==> config.mk <==
export PLATFORM = sky130hd
export DESIGN_NAME = id_stage_v2
export DESIGN_NICKNAME = d
export VERILOG_FILES = /design/src/rtl/id_stage_v2.sv
export SDC_FILE = /design/constraint.sdc
export NUM_CORES = 1
export LEC_CHECK = 0
export ABC_CLOCK_PERIOD_IN_PS = 3300
export BUFFER_PORTS_ARGS = -buffer_cell sky130_fd_sc_hd__buf_2
export CORE_MARGIN = 2
export CORE_UTILIZATION = 35
export DETAILED_ROUTE_END_ITERATION = 7
export GPL_ROUTABILITY_DRIVEN = 0
export HOLD_SLACK_MARGIN = 0.06
export PLACE_DENSITY = 0.55
export SETUP_SLACK_MARGIN = 0.2
export SLEW_MARGIN = 10
export SYNTH_ARGS = -nofsm -noshare
export SYNTH_HDL_FRONTEND = slang
export SYNTH_SLANG_ARGS = --single-unit
==> constraint.sdc <==
create_clock -name clk -period 3.3 [get_ports clk]
set_input_delay 0 -clock clk [delete_from_list [all_inputs] [get_ports clk]]
set_output_delay 0 -clock clk [all_outputs]
set_load 0.01 [all_outputs]
==> src/rtl/id_stage_v2.sv <==
// id_stage_v2: decode stage between fetch and EXE.
// Decodes an LA32R integer subset and reads the regfile combinationally.
// The decoded control word is registered behind a valid/ready handshake.
// An optional skid entry keeps in_ready registered.
// A load-use interlock holds back instructions that depend on a load in EXE.
module id_stage_v2 #(
    parameter int ALU_OP_W = 14,
    parameter int BR_OP_W  = 8,
    parameter bit SKID_EN  = 1'b1
) (
    input  logic                clk,
    input  logic                reset,
    input  logic                flush,
    input  logic                in_valid,
    output logic                in_ready,
    input  logic [31:0]         in_pc,
    input  logic [31:0]         in_inst,
    output logic [4:0]          reg_index1,
    output logic [4:0]          reg_index2,
    input  logic [31:0]         reg_data1,
    input  logic [31:0]         reg_data2,
    input  logic                ex_ld_valid,
    input  logic [4:0]          ex_ld_rd,
    output logic                out_valid,
    input  logic                out_ready,
    output logic [31:0]         out_pc,
    output logic [31:0]         out_inst,
    output logic [31:0]         out_src1,
    output logic [31:0]         out_src2,
    output logic [31:0]         out_imm,
    output logic [4:0]          out_rd,
    output logic                out_we,
    output logic [ALU_OP_W-1:0] out_alu_op,
    output logic [BR_OP_W-1:0]  out_br_op,
    output logic [1:0]          out_mem_op,
    output logic                out_sel_src1,
    output logic                out_sel_src2,
    output logic                out_inst_valid
);

    localparam int ALU_ADD  = 0;
    localparam int ALU_SUB  = 1;
    localparam int ALU_SLT  = 2;
    localparam int ALU_SLTU = 3;
    localparam int ALU_AND  = 4;
    localparam int ALU_OR   = 5;
    localparam int ALU_XOR  = 6;
    localparam int ALU_LUI  = 7;

    localparam int BR_JIRL = 0;
    localparam int BR_B    = 1;
    localparam int BR_BL   = 2;
    localparam int BR_BEQ  = 3;
    localparam int BR_BNE  = 4;

    typedef struct packed {
        logic [31:0]         pc;
        logic [31:0]         inst;
        logic [31:0]         src1;
        logic [31:0]         src2;
        logic [31:0]         imm;
        logic [4:0]          rd;
        logic                we;
        logic [ALU_OP_W-1:0] alu_op;
        logic [BR_OP_W-1:0]  br_op;
        logic [1:0]          mem_op;
        logic                sel_src1;
        logic                sel_src2;
        logic                inst_valid;
    } entry_t;

    logic [16:0] op17;
    logic [9:0]  op10;
    logic [6:0]  op7;
    logic [5:0]  op6;
    logic [31:0] imm_si12, imm_ui12, imm_si20, imm_offs16, imm_offs26;

    assign op17 = in_inst[31:15];
    assign op10 = in_inst[31:22];
    assign op7  = in_inst[31:25];
    assign op6  = in_inst[31:26];

    assign imm_si12   = {{20{in_inst[21]}}, in_inst[21:10]};
    assign imm_ui12   = {20'h0, in_inst[21:10]};
    assign imm_si20   = {in_inst[24:5], 12'h0};
    assign imm_offs16 = {{14{in_inst[25]}}, in_inst[25:10], 2'b00};
    assign imm_offs26 = {{4{in_inst[9]}}, in_inst[9:0], in_inst[25:10], 2'b00};

    entry_t dec;
    logic   use_rj;
    logic   use_src2;
    logic   src2_is_rd;

    // Instruction decode; the opcode tables are disjoint, so at most one case arm hits.
    always_comb begin
        dec        = '0;
        use_rj     = 1'b0;
        use_src2   = 1'b0;
        src2_is_rd = 1'b0;
        dec.pc     = in_pc;
        dec.inst   = in_inst;
        dec.src1   = reg_data1;
        dec.src2   = reg_data2;
        dec.rd     = in_inst[4:0];

        case (op17)
            17'h00020: dec.alu_op[ALU_ADD]  = 1'b1;
            17'h00022: dec.alu_op[ALU_SUB]  = 1'b1;
            17'h00024: dec.alu_op[ALU_SLT]  = 1'b1;
            17'h00025: dec.alu_op[ALU_SLTU] = 1'b1;
            17'h00029: dec.alu_op[ALU_AND]  = 1'b1;
            17'h0002a: dec.alu_op[ALU_OR]   = 1'b1;
            17'h0002b: dec.alu_op[ALU_XOR]  = 1'b1;
            default: ;
        endcase
        if (dec.alu_op != '0) begin
            dec.inst_valid = 1'b1;
            dec.we         = 1'b1;
            use_rj         = 1'b1;
            use_src2       = 1'b1;
        end

        case (op10)
            10'h008: begin
                dec.alu_op[ALU_SLT] = 1'b1;
                dec.imm             = imm_si12;
            end
            10'h00a: begin
                dec.alu_op[ALU_ADD] = 1'b1;
                dec.imm             = imm_si12;
            end
            10'h00d: begin
                dec.alu_op[ALU_AND] = 1'b1;
                dec.imm             = imm_ui12;
            end
            10'h00e: begin
                dec.alu_op[ALU_OR] = 1'b1;
                dec.imm            = imm_ui12;
            end
            10'h0a2: begin
                dec.alu_op[ALU_ADD] = 1'b1;
                dec.imm             = imm_si12;
                dec.mem_op          = 2'b01;
            end
            10'h0a6: begin
                dec.alu_op[ALU_ADD] = 1'b1;
                dec.imm             = imm_si12;
                dec.mem_op          = 2'b10;
                src2_is_rd          = 1'b1;
                use_src2            = 1'b1;
            end
            default: ;
        endcase
        if (op10 inside {10'h008, 10'h00a, 10'h00d, 10'h00e, 10'h0a2, 10'h0a6}) begin
            dec.inst_valid = 1'b1;
            dec.we         = (op10 != 10'h0a6);
            dec.sel_src2   = 1'b1;
            use_rj         = 1'b1;
        end

        case (op7)
            7'h0a: begin
                dec.inst_valid      = 1'b1;
                dec.we              = 1'b1;
                dec.alu_op[ALU_LUI] = 1'b1;
                dec.imm             = imm_si20;
                dec.sel_src2        = 1'b1;
            end
            7'h0e: begin
                dec.inst_valid      = 1'b1;
                dec.we              = 1'b1;
                dec.alu_op[ALU_ADD] = 1'b1;
                dec.imm             = imm_si20;
                dec.sel_src1        = 1'b1;
                dec.sel_src2        = 1'b1;
            end
            default: ;
        endcase

        // Link-writing branches compute pc-relative results in EXE, hence add with pc as src1.
        case (op6)
            6'h13: begin
                dec.inst_valid       = 1'b1;
                dec.we               = 1'b1;
                dec.br_op[BR_JIRL]   = 1'b1;
                dec.alu_op[ALU_ADD]  = 1'b1;
                dec.sel_src1         = 1'b1;
                dec.imm              = imm_offs16;
                use_rj               = 1'b1;
            end
            6'h14: begin
                dec.inst_valid = 1'b1;
                dec.br_op[BR_B] = 1'b1;
                dec.imm        = imm_offs26;
            end
            6'h15: begin
                dec.inst_valid      = 1'b1;
                dec.we              = 1'b1;
                dec.br_op[BR_BL]    = 1'b1;
                dec.alu_op[ALU_ADD] = 1'b1;
                dec.sel_src1        = 1'b1;
                dec.imm             = imm_offs26;
                dec.rd              = 5'd1;
            end
            6'h16, 6'h17: begin
                dec.inst_valid = 1'b1;
                dec.br_op[(op6 == 6'h16) ? BR_BEQ : BR_BNE] = 1'b1;
                dec.imm        = imm_offs16;
                src2_is_rd     = 1'b1;
                use_rj         = 1'b1;
                use_src2       = 1'b1;
            end
            default: ;
        endcase
    end

    assign reg_index1 = in_inst[9:5];
    assign reg_index2 = src2_is_rd ? in_inst[4:0] : in_inst[14:10];

    logic hazard;
    assign hazard = ex_ld_valid && (ex_ld_rd != 5'd0) &&
                    ((use_rj && (reg_index1 == ex_ld_rd)) ||
                     (use_src2 && (reg_index2 == ex_ld_rd)));

    entry_t main_q;
    entry_t skid_q;
    logic   main_valid;
    logic   skid_valid;
    logic   in_fire;
    logic   out_fire;

    // With the skid entry, in_ready is a flop output and ignores out_ready and hazard.
    assign in_ready = SKID_EN ? ~skid_valid : ((~main_valid | out_ready) & ~hazard);
    assign in_fire  = in_valid & in_ready & ~hazard & ~flush;
    assign out_fire = main_valid & out_ready;

    // Main/skid occupancy: skid refills main first to keep order; flush only drops valids.
    always_ff @(posedge clk) begin
        if (reset) begin
            main_valid <= 1'b0;
            skid_valid <= 1'b0;
            main_q     <= '0;
            skid_q     <= '0;
        end else if (flush) begin
            main_valid <= 1'b0;
            skid_valid <= 1'b0;
        end else if (!main_valid || out_fire) begin
            if (skid_valid) begin
                main_q     <= skid_q;
                main_valid <= 1'b1;
                skid_valid <= 1'b0;
            end else begin
                main_valid <= in_fire;
                if (in_fire) main_q <= dec;
            end
        end else if (in_fire && SKID_EN) begin
            skid_q     <= dec;
            skid_valid <= 1'b1;
        end
    end

    assign out_valid      = main_valid;
    assign out_pc         = main_q.pc;
    assign out_inst       = main_q.inst;
    assign out_src1       = main_q.src1;
    assign out_src2       = main_q.src2;
    assign out_imm        = main_q.imm;
    assign out_rd         = main_q.rd;
    assign out_we         = main_q.we;
    assign out_alu_op     = main_q.alu_op;
    assign out_br_op      = main_q.br_op;
    assign out_mem_op     = main_q.mem_op;
    assign out_sel_src1   = main_q.sel_src1;
    assign out_sel_src2   = main_q.sel_src2;
    assign out_inst_valid = main_q.inst_valid;

endmodule

; ---- Word-level counts from Yosys, hierarchy flattened
; Index checks and enable logic that the tools add are counted.
[totals]
register_bits = 382
input_bits = 139
out_inout_bits = 205
[classes]
muxes = 45
n_reduce_logical = 25
n_eq_ne = 23
n_lt_le_gt_ge = 2
bitwise_logic = 8
[ops]
columns = operator, n
row1 = 2-to-1 mux 193 bit, 2
row2 = one-hot mux 32 bit (2 select lines), 2
row3 = == test 17 x 6 -> 1 bit (second input constant), 7
row4 = == test 10 x 4 -> 1 bit (second input constant), 4
row5 = 2-to-1 mux 32 bit, 1
row6 = == test 6 x 5 -> 1 bit (second input constant), 5
row7 = 2-to-1 mux 1 bit, 29
row8 = == test 10 x 8 -> 1 bit (second input constant), 2
row9 = 2-to-1 mux 5 bit, 3
row10 = == test 7 x 4 -> 1 bit (second input constant), 2
row11 = OR reduction 2 bit, 6
row12 = == test 5 bit, 2
row13 = != test 10 x 8 -> 1 bit (second input constant), 1
row14 = OR reduction 3 bit, 3
row15 = nonzero test 7 bit, 1
row16 = one-hot mux 1 bit (2 select lines), 3
row17 = AND reduction 3 bit, 2
row18 = nonzero test 6 bit, 1
row19 = logical AND 1 bit, 5
row20 = nonzero test 5 bit, 1
row21 = OR reduction 5 bit, 1
row22 = bitwise AND 1 bit, 4
row23 = < comparator 3 x 4 -> 1 bit (second input constant), 1
row24 = 2-to-1 mux 2 bit, 2
row25 = 9 further kinds, 13

; ---- Logic depth before layout (Yosys ltp)
; Gate-level depths: netlist of run 1.
[logic_depth]
word_depth = 14
depth_mapped = 14

; ---- Worst setup path before layout of run 1
; OpenSTA, ideal clock, no wires.
[synth_path]
path_kind = input port to flip-flop
startpoint = input port in_inst[22]
endpoint = register main_q, in the netlist out_alu_op[0]
cell_stages = 13
n_path_buf = 5
arrival_time_ps = 2428
slack_ps = 752
setup_ps = 121
path_cell_list = buf_2 nor4b_4 and4_1 buf_4 o211ai_2 xnor2_1 nand4_1 o21a_1 buf_6 o21ai_2 buf_6 buf_4 mux2_2
[synth_via]
elab_cells_between_ends = 46
[synth_rtl]
columns = element, line
row1 = "start, declared", 17  ; input logic [31:0] in_inst,
row2 = == test 10 x 8 -> 1 bit, 123  ; case (op10)
row3 = 2-to-1 mux 1 bit, 123
row4 = 2-to-1 mux 1 bit, 181  ; case (op6)
row5 = 2-to-1 mux 5 bit, 218  ; assign reg_index2 = src2_is_rd ? in_inst[4:0] : in_inst[14:10];
row6 = net reg_index2[4], 19  ; output logic [4:0] reg_index2,
row7 = == test 5 bit, 223  ; (use_src2 && (reg_index2 == ex_ld_rd)));
row8 = logical AND 1 bit, 223
row9 = logical OR 1 bit, 222  ; ((use_rj && (reg_index1 == ex_ld_rd)) ||
row10 = logical AND 1 bit, 221  ; assign hazard = ex_ld_valid && (ex_ld_rd != 5'd0) &&
row11 = inverter 1 bit, 234  ; assign in_fire = in_valid & in_ready & ~hazard & ~flush;
row12 = bitwise AND 1 bit (2 in series), 234
row13 = nonzero test 2 bit (no line), -
row14 = AND reduction 3 bit (no line), -
row15 = "end signal, assigned", 249  ; main_q <= skid_q;
row16 = "end, declared", 225  ; entry_t main_q;
; The timed path passes the listed nets, and every way through them passes these cells. The select of a mux whose other input is x is not followed.
; A chain may end at the register's enable or synchronous reset.

; ---- Worst setup path after layout of run 1
[layout_path]
startpoint = input port in_inst[22]
endpoint = register skid_q[148] (netlist name)
[layout_via]
elab_chain_cells = 13
elab_cells_between_ends = 39
[layout_rtl]
columns = element, line
row1 = == test 17 x 6 -> 1 bit, 106  ; case (op17)
row2 = 2-to-1 mux 1 bit, 106
row3 = nonzero test 7 bit, 116  ; if (dec.alu_op != '0) begin
row4 = 2-to-1 mux 1 bit, 116
row5 = 2-to-1 mux 1 bit (on tied branches), "154, 123"
row6 = 2-to-1 mux 1 bit, 181
row7 = logical AND 1 bit (on tied branches), "222, 223"
row8 = logical OR 1 bit *, 222
row9 = logical AND 1 bit *, 221
row10 = inverter 1 bit *, 234
row11 = bitwise AND 1 bit * (2 in series), 234
row12 = AND reduction 3 bit (no line) *, -
row13 = "end signal, assigned", 243  ; skid_q <= '0;
row14 = "end signal, assigned", 257  ; skid_q <= dec;
row15 = "end, declared", 226  ; entry_t skid_q;
; Mark *: on every way between the ends. The rest lies on a longest branch, timed or not.

==> metrics.csv, run 1 <==
stage,metric,value,unit
run_status,status,"complete, no violations",
pwr,Pwr Total,11.0,mW
final_layout,Final Cell Area,23600,sq um
setup_path,critical setup path kind,input pin to flip-flop,
routing,DRC viols,0,
setup_path,CP max FO,100,
logic_synthesis,Synth Warn #,0,
clocking,clock root buffer master,clkbuf_16,
grt,GRT met1 Usage,0.293,
sta,final setup fails,0,
logic_synthesis,Mean Syn Cell Area,8.75,sq um
logic_synthesis,post-synth top area cell,dfxtp_1,
sta,Final Hold Viols,0,
logic_synthesis,Gate Count Post-Synth,2109,
routing,routed wire length per instance,19.4,microns
pwr,leakage,9.80,nW
pwr,PwrDens,465,nW/um^2
grt,GR met3 Demand/Resource,0.0457,
clocking,CTS tree,built,
routing,drt pass-1 iters,7,
pwr,Max VDD drop,0.274,mV
routing,Total Routed Length,62.1,mm
setup_path,worst path required time,3.74,ns
sta,f_max,311,MHz
sta,RSZ-0062 raised after global routing,false,
grt,vias in the first global route,16631,
floorplan,Ports,344,
setup_path,FF-to-FF setup slack,0.72,ns
clocking,total CTS buffers,43,
logic_synthesis,mapped cell area,18500,sq um
sta,Worst Skew,0.0125,ns
job,Max-cap violations,0,
hold_path,hold path cells,4,
sta,post-route setup TNS,0,ns
grt,largest net degree at the start of global routing,139,
logic_synthesis,ys async rst share,0,
placed_design,Placed Instance Area,20400,sq um
placed_design,"worst slack, placed",0.206,ns
clocking,clock-pin slew on the worst setup and hold paths,0.06,ns
setup_path,Worst setup SP type,input pin,
clocking,H-Tree Depth,2,
placed_design,dpl hpwl,38.3,mm
final_layout,area grow syn2layout,27.8,%
floorplan,core area,52300,sq um
routing,Via density,5.41,
logic_synthesis,synth top area cells,"dfxtp_1, mux2_2, mux2i_1, nand2_1, o211ai_1",
logic_synthesis,Main synth FF type,dfxtp_1,
sta,Worst Slack Setup Final,0.0833,ns
setup_path,CP startpoint,in_inst[22],
sta,Worst slew margin,0.280,
logic_synthesis,register area share after synthesis,0.401,
grt,initial antenna violation count,2,
grt,GRT busiest layer,met2,
hold_path,Worst Hold Launch,in_inst[17],
grt,met2 Usage GRT,0.343,
sta,Tcrit/Tclk final,0.975,
logic_synthesis,register bit total from synthesis,370,
hold_path,Worst Hold Class,input pin to flip-flop,
clocking,clock sink count,370,
sta,crit path time final,3.22,ns
clocking,Skew-Pair Late Insertion Delay,0.57,ns
logic_synthesis,Yosys top cell area share,0.401,
floorplan,Die Wd,234,microns
floorplan,Die H,234,microns
final_layout,share of cells above drive strength 1,0.259,
setup_path,path depth of the worst reg2reg path,6,
final_layout,fillers,5165,
setup_path,CP arrival,3.65,ns
setup_path,reg-to-reg startpoint,out_valid,
sta,worst-margin pin slew,1.08,ns
grt,gr usage total,0.218,
final_layout,NumNets Final,2608,
floorplan,Initial Util,0.353,
clocking,maximum clock insertion buffer count,3,
floorplan,# rows,84,
final_layout,Final Core Density,0.451,
grt,global route overflow,0,
grt,first-pass GRT wire length,95.0,mm
setup_path,Worst Setup End Kind,flip-flop,
logic_synthesis,post-synth cell types,67,
routing,vias,17258,
sta,Slew Limit Fails,0,
floorplan,DIE AREA,54600,sq um
logic_synthesis,number of synthesized flops with an enable pin,0,
routing,starting DRC count in detailed routing,1309,
routing,Routed Antenna Nets,0,
placed_design,I/O Buffers,334,
==> placed cells by master, fill, tap and decap left out, types with 13 or more instances in the layout <==
cell type and instances:
clkbuf_16 46, a21oi_1 189, buf_4 40, dfxtp_1 369
a221o_1 18, nand2_1 361, o21ai_0 157, o31ai_1 15
dlygate4sd3_1 155, buf_2 331, nor4_1 20, nor2_1 42
a211oi_1 13, nor2b_1 38, mux2i_1 160, nand3_1 19
or3_1 14, mux2_2 160, o211ai_1 148
==> final timing paths <==
check,endpoint
max,skid_q[148]
min,out_inst[17]
max reg2reg,skid_q[148]
min reg2reg,out_pc[19]
==> critical path, stage by stage <==
cell           delay, ns
dlygate4sd3_1       0.54
buf_2               0.23
nor4b_4             0.31
buf_4               0.21
nand4_1             0.14
o211ai_2            0.15
xnor2_2             0.15
nand4_1             0.16
o21a_4              0.29
buf_16              0.20
o211ai_1            0.35
a21oi_1             0.09
dlygate4sd3_1       0.59
==> cells by family after synthesis <==
kind of cell,synth area share
AO/OA/AOI/OAI,0.209
XOR/XNOR,0.00468
buffers and inverters,0.0677
flip-flops,0.401
multiplexers,0.184
other,0.000203
AND/OR/NAND/NOR,0.133
==> synthesized netlist by cell type, drive strengths merged, types with 10 or more instances <==
cell type and number:
mux2 160, buf 62, mux2i 160, nor3 12, clkbuf 176, a22oi 11
dfxtp 370, o311ai 10, nor2b 38, a221o 18, a31o 18, or3 14
o31ai 15, a211oi 13, a21oi 189, o211ai 150, nor2 43, nor4 21
o21ai 170, nand3 19, nand2 362
==> stage by stage <==
step / hold WS, ns / cells
after floorplan: 0.0760 / 2117
after global placement: 0.202 / 2953
after detailed placement: 0.219 / 2953
after CTS: 0.0638 / 3186
after global routing: 0.123 / 3191
final: 0.117 / 3191
==> layer usage <==
| metal | share of wire | wire length [microns] |
|---|---|---|
| met1 | 0.44 | 27400 |
| met2 | 0.46 | 28400 |
| met3 | 0.070 | 4330 |
| met4 | 0.031 | 1910 |
| met5 | 0.00018 | 11 |
==> what timing repair did <==
item,4_1_cts,5_1_grt
hold endpoints to repair,287,0
buffers inserted,0,3
setup endpoints to repair,0,17
gates resized for setup,0,15
hold buffers,155,0
==> where the power goes <==
group / switching, mW / internal, mW
logic: 0.730 / 0.520
registers: 0.0550 / 4.57
clock network: 1.95 / 3.13
total: 2.74 / 8.23
==> flip-flops by register name, indices dropped and copies added, names as in the netlist, 2 cells and up <==
| register | count |
|---|---|
| out_mem_op | 2 |
| out_rd | 5 |
| out_br_op | 5 |
| out_alu_op | 8 |
| out_imm | 32 |
| out_src1 | 32 |
| out_inst | 32 |
| out_src2 | 32 |
| out_pc | 32 |
| skid_q | 184 |
==> area by class of cell <==
class,count,area [sq um],share of cell area
Antenna cell,1,2.50,0.000106
Clock buffer,67,1320,0.0559
Clock inverter,11,186,0.00790
Inverter,6,30.0,0.00127
Multi-Input combinational cell,1503,9920,0.421
Sequential cell,370,7410,0.314
Tap cell,688,861,0.0365
Timing Repair Buffer,545,3850,0.163
(Power assumes the default switching activity.)
==> run 2, diff against run 1 <==
Settings changed: CORE_UTILIZATION 35 to 55, PLACE_DENSITY 0.55 to 0.79.
==> metrics.csv, run 2 (synthesized netlist as in run 1, its figures left out) <==
stage,metric,value,unit
sta,crit path time final,3.02,ns
setup_path,RR Endpoint,skid_q[187],
clocking,CTS tree,built,
job,Max-cap violations,0,
grt,global route overflow,0,
final_layout,number of flip-flops in the largest register,184,
clocking,clock sink count,370,
routing,starting DRC count in detailed routing,1918,
setup_path,crit-path max cell delay,0.58,ns
clocking,Skew-Pair Late Insertion Delay,0.54,ns
setup_path,Worst setup SP type,input pin,
pwr,Max VDD drop,0.386,mV
setup_path,Critical-path top delay cell,dlygate4sd3_1,
final_layout,NumNets Final,2579,
floorplan,Die Wd,187,microns
setup_path,CP startpoint,in_inst[19],
final_layout,Finished Layout Cells,2920,
setup_path,reg-to-reg startpoint,skid_valid,
setup_path,crit-path leading delay family,buffers and inverters,
setup_path,CP dominant cell by count,dlygate4sd3_1,
final_layout,area grow syn2layout,23.9,%
final_layout,"leading cell type in the layout, fill and taps excluded",dfxtp_1,
sta,final setup fails,0,
setup_path,Worst setup endpoint,skid_q[187],
floorplan,core area,33300,sq um
setup_path,Worst Setup End Kind,flip-flop,
final_layout,most frequent cells in the layout,"dfxtp_1, nand2_1, buf_2",
grt,vias in the first global route,17210,
sta,Worst slew margin,0.271,
routing,vias,18060,
floorplan,Die H,187,microns
floorplan,Initial Util,0.555,
pwr,leakage,9.59,nW
sta,Final Hold Viols,0,
sta,f_max,331,MHz
pwr,Pwr Total,10.7,mW
routing,routed wire length per instance,20.2,microns
setup_path,FF-to-FF setup slack,0.83,ns
final_layout,Largest Register,skid_q,
placed_design,dpl hpwl,33.3,mm
sta,worst-margin pin slew,1.09,ns
setup_path,CP Buf/Inv Count,4,
setup_path,CP Depth,12,
sta,Slew Limit Fails,0,
placed_design,I/O Buffers,334,
grt,initial antenna violation count,2,
setup_path,CP max FO,142,
grt,first-pass GRT wire length,91.9,mm
sta,Worst Skew,0.0173,ns
floorplan,Ports,344,
run_status,status,"complete, no violations",
sta,post-route setup TNS,0,ns
floorplan,DIE AREA,35000,sq um
routing,Routed Antenna Nets,0,
pwr,PwrDens,467,nW/um^2
final_layout,share of cells above drive strength 1,0.254,
clocking,maximum clock insertion buffer count,3,
routing,Total Routed Length,58.9,mm
setup_path,worst path required time,3.77,ns
hold_path,hold path cells,4,
sta,RSZ-0062 raised after global routing,false,
grt,gr usage total,0.318,
clocking,H-Tree Depth,2,
clocking,clock root buffer master,clkbuf_16,
clocking,total CTS buffers,41,
setup_path,path depth of the worst reg2reg path,6,
setup_path,critical setup path kind,input pin to flip-flop,
setup_path,CP arrival,3.50,ns
setup_path,crit-path cells,dlygate4sd3_1 > buf_2 > nor2_1 > and4_1 > nand2_1 > nand3_1 > o21ai_1 > o21a_4 > buf_12 > o211ai_1 > a21oi_1 > dlygate4sd3_1,
placed_design,Placed Cells,2698,
clocking,clock-pin slew on the worst setup and hold paths,0.06,ns
routing,DRC viols,0,
routing,drt pass-1 iters,6,
routing,Via density,6.18,
sta,Tcrit/Tclk final,0.916,
floorplan,# rows,67,
hold_path,Worst Hold Class,input pin to flip-flop,
grt,largest net degree at the start of global routing,207,
## run 2: timing repair
action                     4_1_cts  5_1_grt
hold endpoints to repair       276        0
hold buffers                   144        0
resized for setup                0        5
setup endpoints to repair        0        4
setup buffers                    0        1
## run 2: metrics by stage
step | cell area [sq um] | util | hold WS, ns | worst slack, ns
floorplan | 18500 | - | 0.0760 | 0.752
global placement | 20000 | 0.600 | 0.201 | 0.326
detailed placement | 20000 | 0.600 | 0.203 | 0.155
CTS | 22800 | 0.686 | 0.0617 | 0.216
global route | 22900 | 0.687 | 0.0998 | 0.201
finish | 22900 | 0.687 | 0.0889 | 0.276
## run 2: worst min-delay path by stage
stage                     start          to
floorplan                 flush  skid_valid
global placement          flush  skid_valid
detailed placement        flush  skid_valid
CTS                 in_inst[16]  skid_q[56]
global route        in_inst[17]  skid_q[16]
finish              in_inst[17]  skid_q[16]
## run 2: power breakdown
part,leakage [nW],switching [mW],total (mW),internal (mW)
clock network,0.704,1.89,4.82,2.93
logic,5.88,0.725,1.23,0.500
registers,3.00,0.0594,4.63,4.57
total,9.59,2.68,10.7,8.00
## run 2: layout make-up
type	instances	area, sq um
antenna	2	5.00
clock buffer	57	1200
clock inverter	16	221
fill	2506	10400
inverter	6	30.0
multi-input combinational	1503	9870
sequential	370	7410
tap	448	561
timing repair buffer	518	3580
## run 2: worst register-to-register path, stage by stage, from the launching register on
cell and delay [ns]:
dfxtp_4 0.37, nor2_1 0.25, and3_4 0.49, buf_4 0.38
o211ai_1 0.16, a21oi_1 0.18, dlygate4sd3_1 0.58
## run 2: per-layer routing
metal  share of wire  vias to the layer above  track usage
li1                -                     8197            -
met1            0.39                     8601        0.401
met2            0.47                     1037        0.513
met3           0.090                      225       0.0608
met4           0.055                        0        0.174
met5               0                        -            0
==> run 3, diff against run 2 <==
Settings changed: PLACE_DENSITY 0.79 to unset, PLACE_DENSITY_LB_ADDON set to 0.15.
==> metrics.csv, run 3 (synthesized netlist as in run 1, its figures left out) <==
stage,metric,value,unit
sta,f_max,355,MHz
setup_path,critical setup path kind,input pin to flip-flop,
clocking,Skew-Pair Late Insertion Delay,0.53,ns
sta,crit path time final,2.82,ns
floorplan,Initial Util,0.555,
sta,final setup fails,0,
routing,Total Routed Length,55.2,mm
final_layout,Finished Layout Cells,2918,
routing,drt pass-1 iters,5,
setup_path,FF-to-FF setup slack,0.90,ns
setup_path,CP arrival,3.26,ns
pwr,NetSw,2.58,mW
final_layout,share of cells above drive strength 1,0.253,
placed_design,I/O Buffers,334,
clocking,clock-pin slew on the worst setup and hold paths,0.06,ns
sta,Tcrit/Tclk final,0.854,
sta,Final Hold Viols,0,
floorplan,# rows,67,
sta,hold slack,0.0543,ns
placed_design,dpl hpwl,32.7,mm
grt,vias in the first global route,16588,
sta,Slew Limit Fails,0,
grt,global route overflow,0,
floorplan,core area,33300,sq um
sta,RSZ-0062 raised after global routing,false,
pwr,Max VDD drop,0.379,mV
grt,largest net degree at the start of global routing,187,
pwr,internal power,7.58,mW
clocking,total CTS buffers,41,
sta,Worst slew margin,0.264,
setup_path,CP max FO,39,
pwr,Pwr Total,10.2,mW
routing,Routed Antenna Nets,0,
grt,gr usage total,0.304,
floorplan,Die Wd,187,microns
setup_path,worst path required time,3.75,ns
floorplan,Die H,187,microns
setup_path,Worst setup SP type,input pin,
pwr,PwrDens,448,nW/um^2
job,Max-cap violations,0,
final_layout,NumNets Final,2580,
final_layout,"leading cell type in the layout, fill and taps excluded",dfxtp_1,
floorplan,DIE AREA,35000,sq um
hold_path,Hold Path End,skid_q[6],
sta,Worst Slack Setup Final,0.483,ns
final_layout,most frequent cells in the layout,"dfxtp_1, nand2_1, buf_2",
setup_path,RR Endpoint,skid_q[34],
final_layout,area grow syn2layout,22.8,%
floorplan,Ports,344,
setup_path,reg-to-reg startpoint,out_valid,
routing,vias,17292,
placed_design,Placed Cells,2708,
pwr,leakage,9.48,nW
routing,routed wire length per instance,18.9,microns
setup_path,Worst Setup End Kind,flip-flop,
pwr,clock share of power,0.426,
sta,post-route setup TNS,0,ns
pwr,Seq pwr share,0.456,
grt,first-pass GRT wire length,88.6,mm
grt,initial antenna violation count,1,
pwr,Gate power share,0.118,
routing,Via density,5.93,
routing,DRC viols,0,
final_layout,Largest Register,skid_q,
hold_path,hold path cells,2,
clocking,post-CTS setup buffers,0,
clocking,H-Tree Depth,2,
pwr,switching portion of total power,0.254,
run_status,status,"complete, no violations",
final_layout,number of flip-flops in the largest register,184,
setup_path,path depth of the worst reg2reg path,5,
hold_path,Worst Hold Launch,reset,
clocking,maximum clock insertion buffer count,3,
sta,Worst Skew,0.0127,ns
sta,worst-margin pin slew,1.10,ns
hold_path,Worst Hold Class,input pin to flip-flop,
placed_design,"worst slack, placed",0.242,ns
clocking,clock root buffer master,clkbuf_16,
clocking,CTS tree,built,
clocking,clock sink count,370,
routing,starting DRC count in detailed routing,1200,
==> run 3: how the worst max path moves through the flow <==
stage	depth (start not counted)	from	slack, ns	endpoint
after floorplan	13	in_inst[22]	0.75	out_alu_op[0]
after global placement	12	in_inst[30]	0.40	skid_q[78]
after detailed placement	12	in_inst[30]	0.24	skid_q[97]
after CTS	10	in_inst[17]	0.22	skid_valid
after global routing	12	in_inst[20]	0.24	skid_q[84]
final	12	in_inst[20]	0.48	skid_q[84]
==> run 3: layer usage <==
metal  track usage  wire length (microns)
met5             0                      0
met4         0.126                   2180
met3        0.0574                   4260
met2         0.490                  25300
met1         0.402                  23400
==> run 3: repair_timing <==
item                                    in CTS  in global routing
hold buffers                               138                  0
gates resized for setup                      0                  2
endpoints found under the setup margin       0                  2
endpoints found under the hold margin      271                  0
==> run 3: cell type report <==
cell class              count  area (sq um)
clock inverters            10          85.1
clock buffers              61          1160
repair buffers            519          3540
fillers                  2729         10600
multi-input cells        1503          9880
well taps                 448           561
flip-flops and latches    370          7410
inverters                   6          30.0
diodes                      1          2.50
==> run 3: power by group through the flow <==
stage	Clock, mW	Sequential, mW	Combinational (mW)
6_report	4.33	4.63	1.20
5_1_grt	4.58	4.64	1.28
4_1_cts	4.39	4.63	1.18
3_5_place_dp	0	4.72	1.05
3_3_place_gp	0	4.72	1.03
2_1_floorplan	0	4.77	0.643
==> run 3: worst max-delay path: stages <==
cell,delay [ns]
dlygate4sd3_1,0.53
buf_2,0.22
nor4b_1,0.23
and4_1,0.23
nand2_1,0.12
o221ai_1,0.25
nand4_1,0.19
o221ai_4,0.30
buf_4,0.43
buf_4,0.38
o21ai_0,0.18
a21oi_1,0.18
==> run 3: through the flow <==
step           utilization  cell area (sq um)
4_1_cts              0.681              22700
3_3_place_gp         0.602              20000
3_5_place_dp         0.602              20000
6_report             0.681              22700
5_1_grt              0.681              22700
2_1_floorplan            -              18500
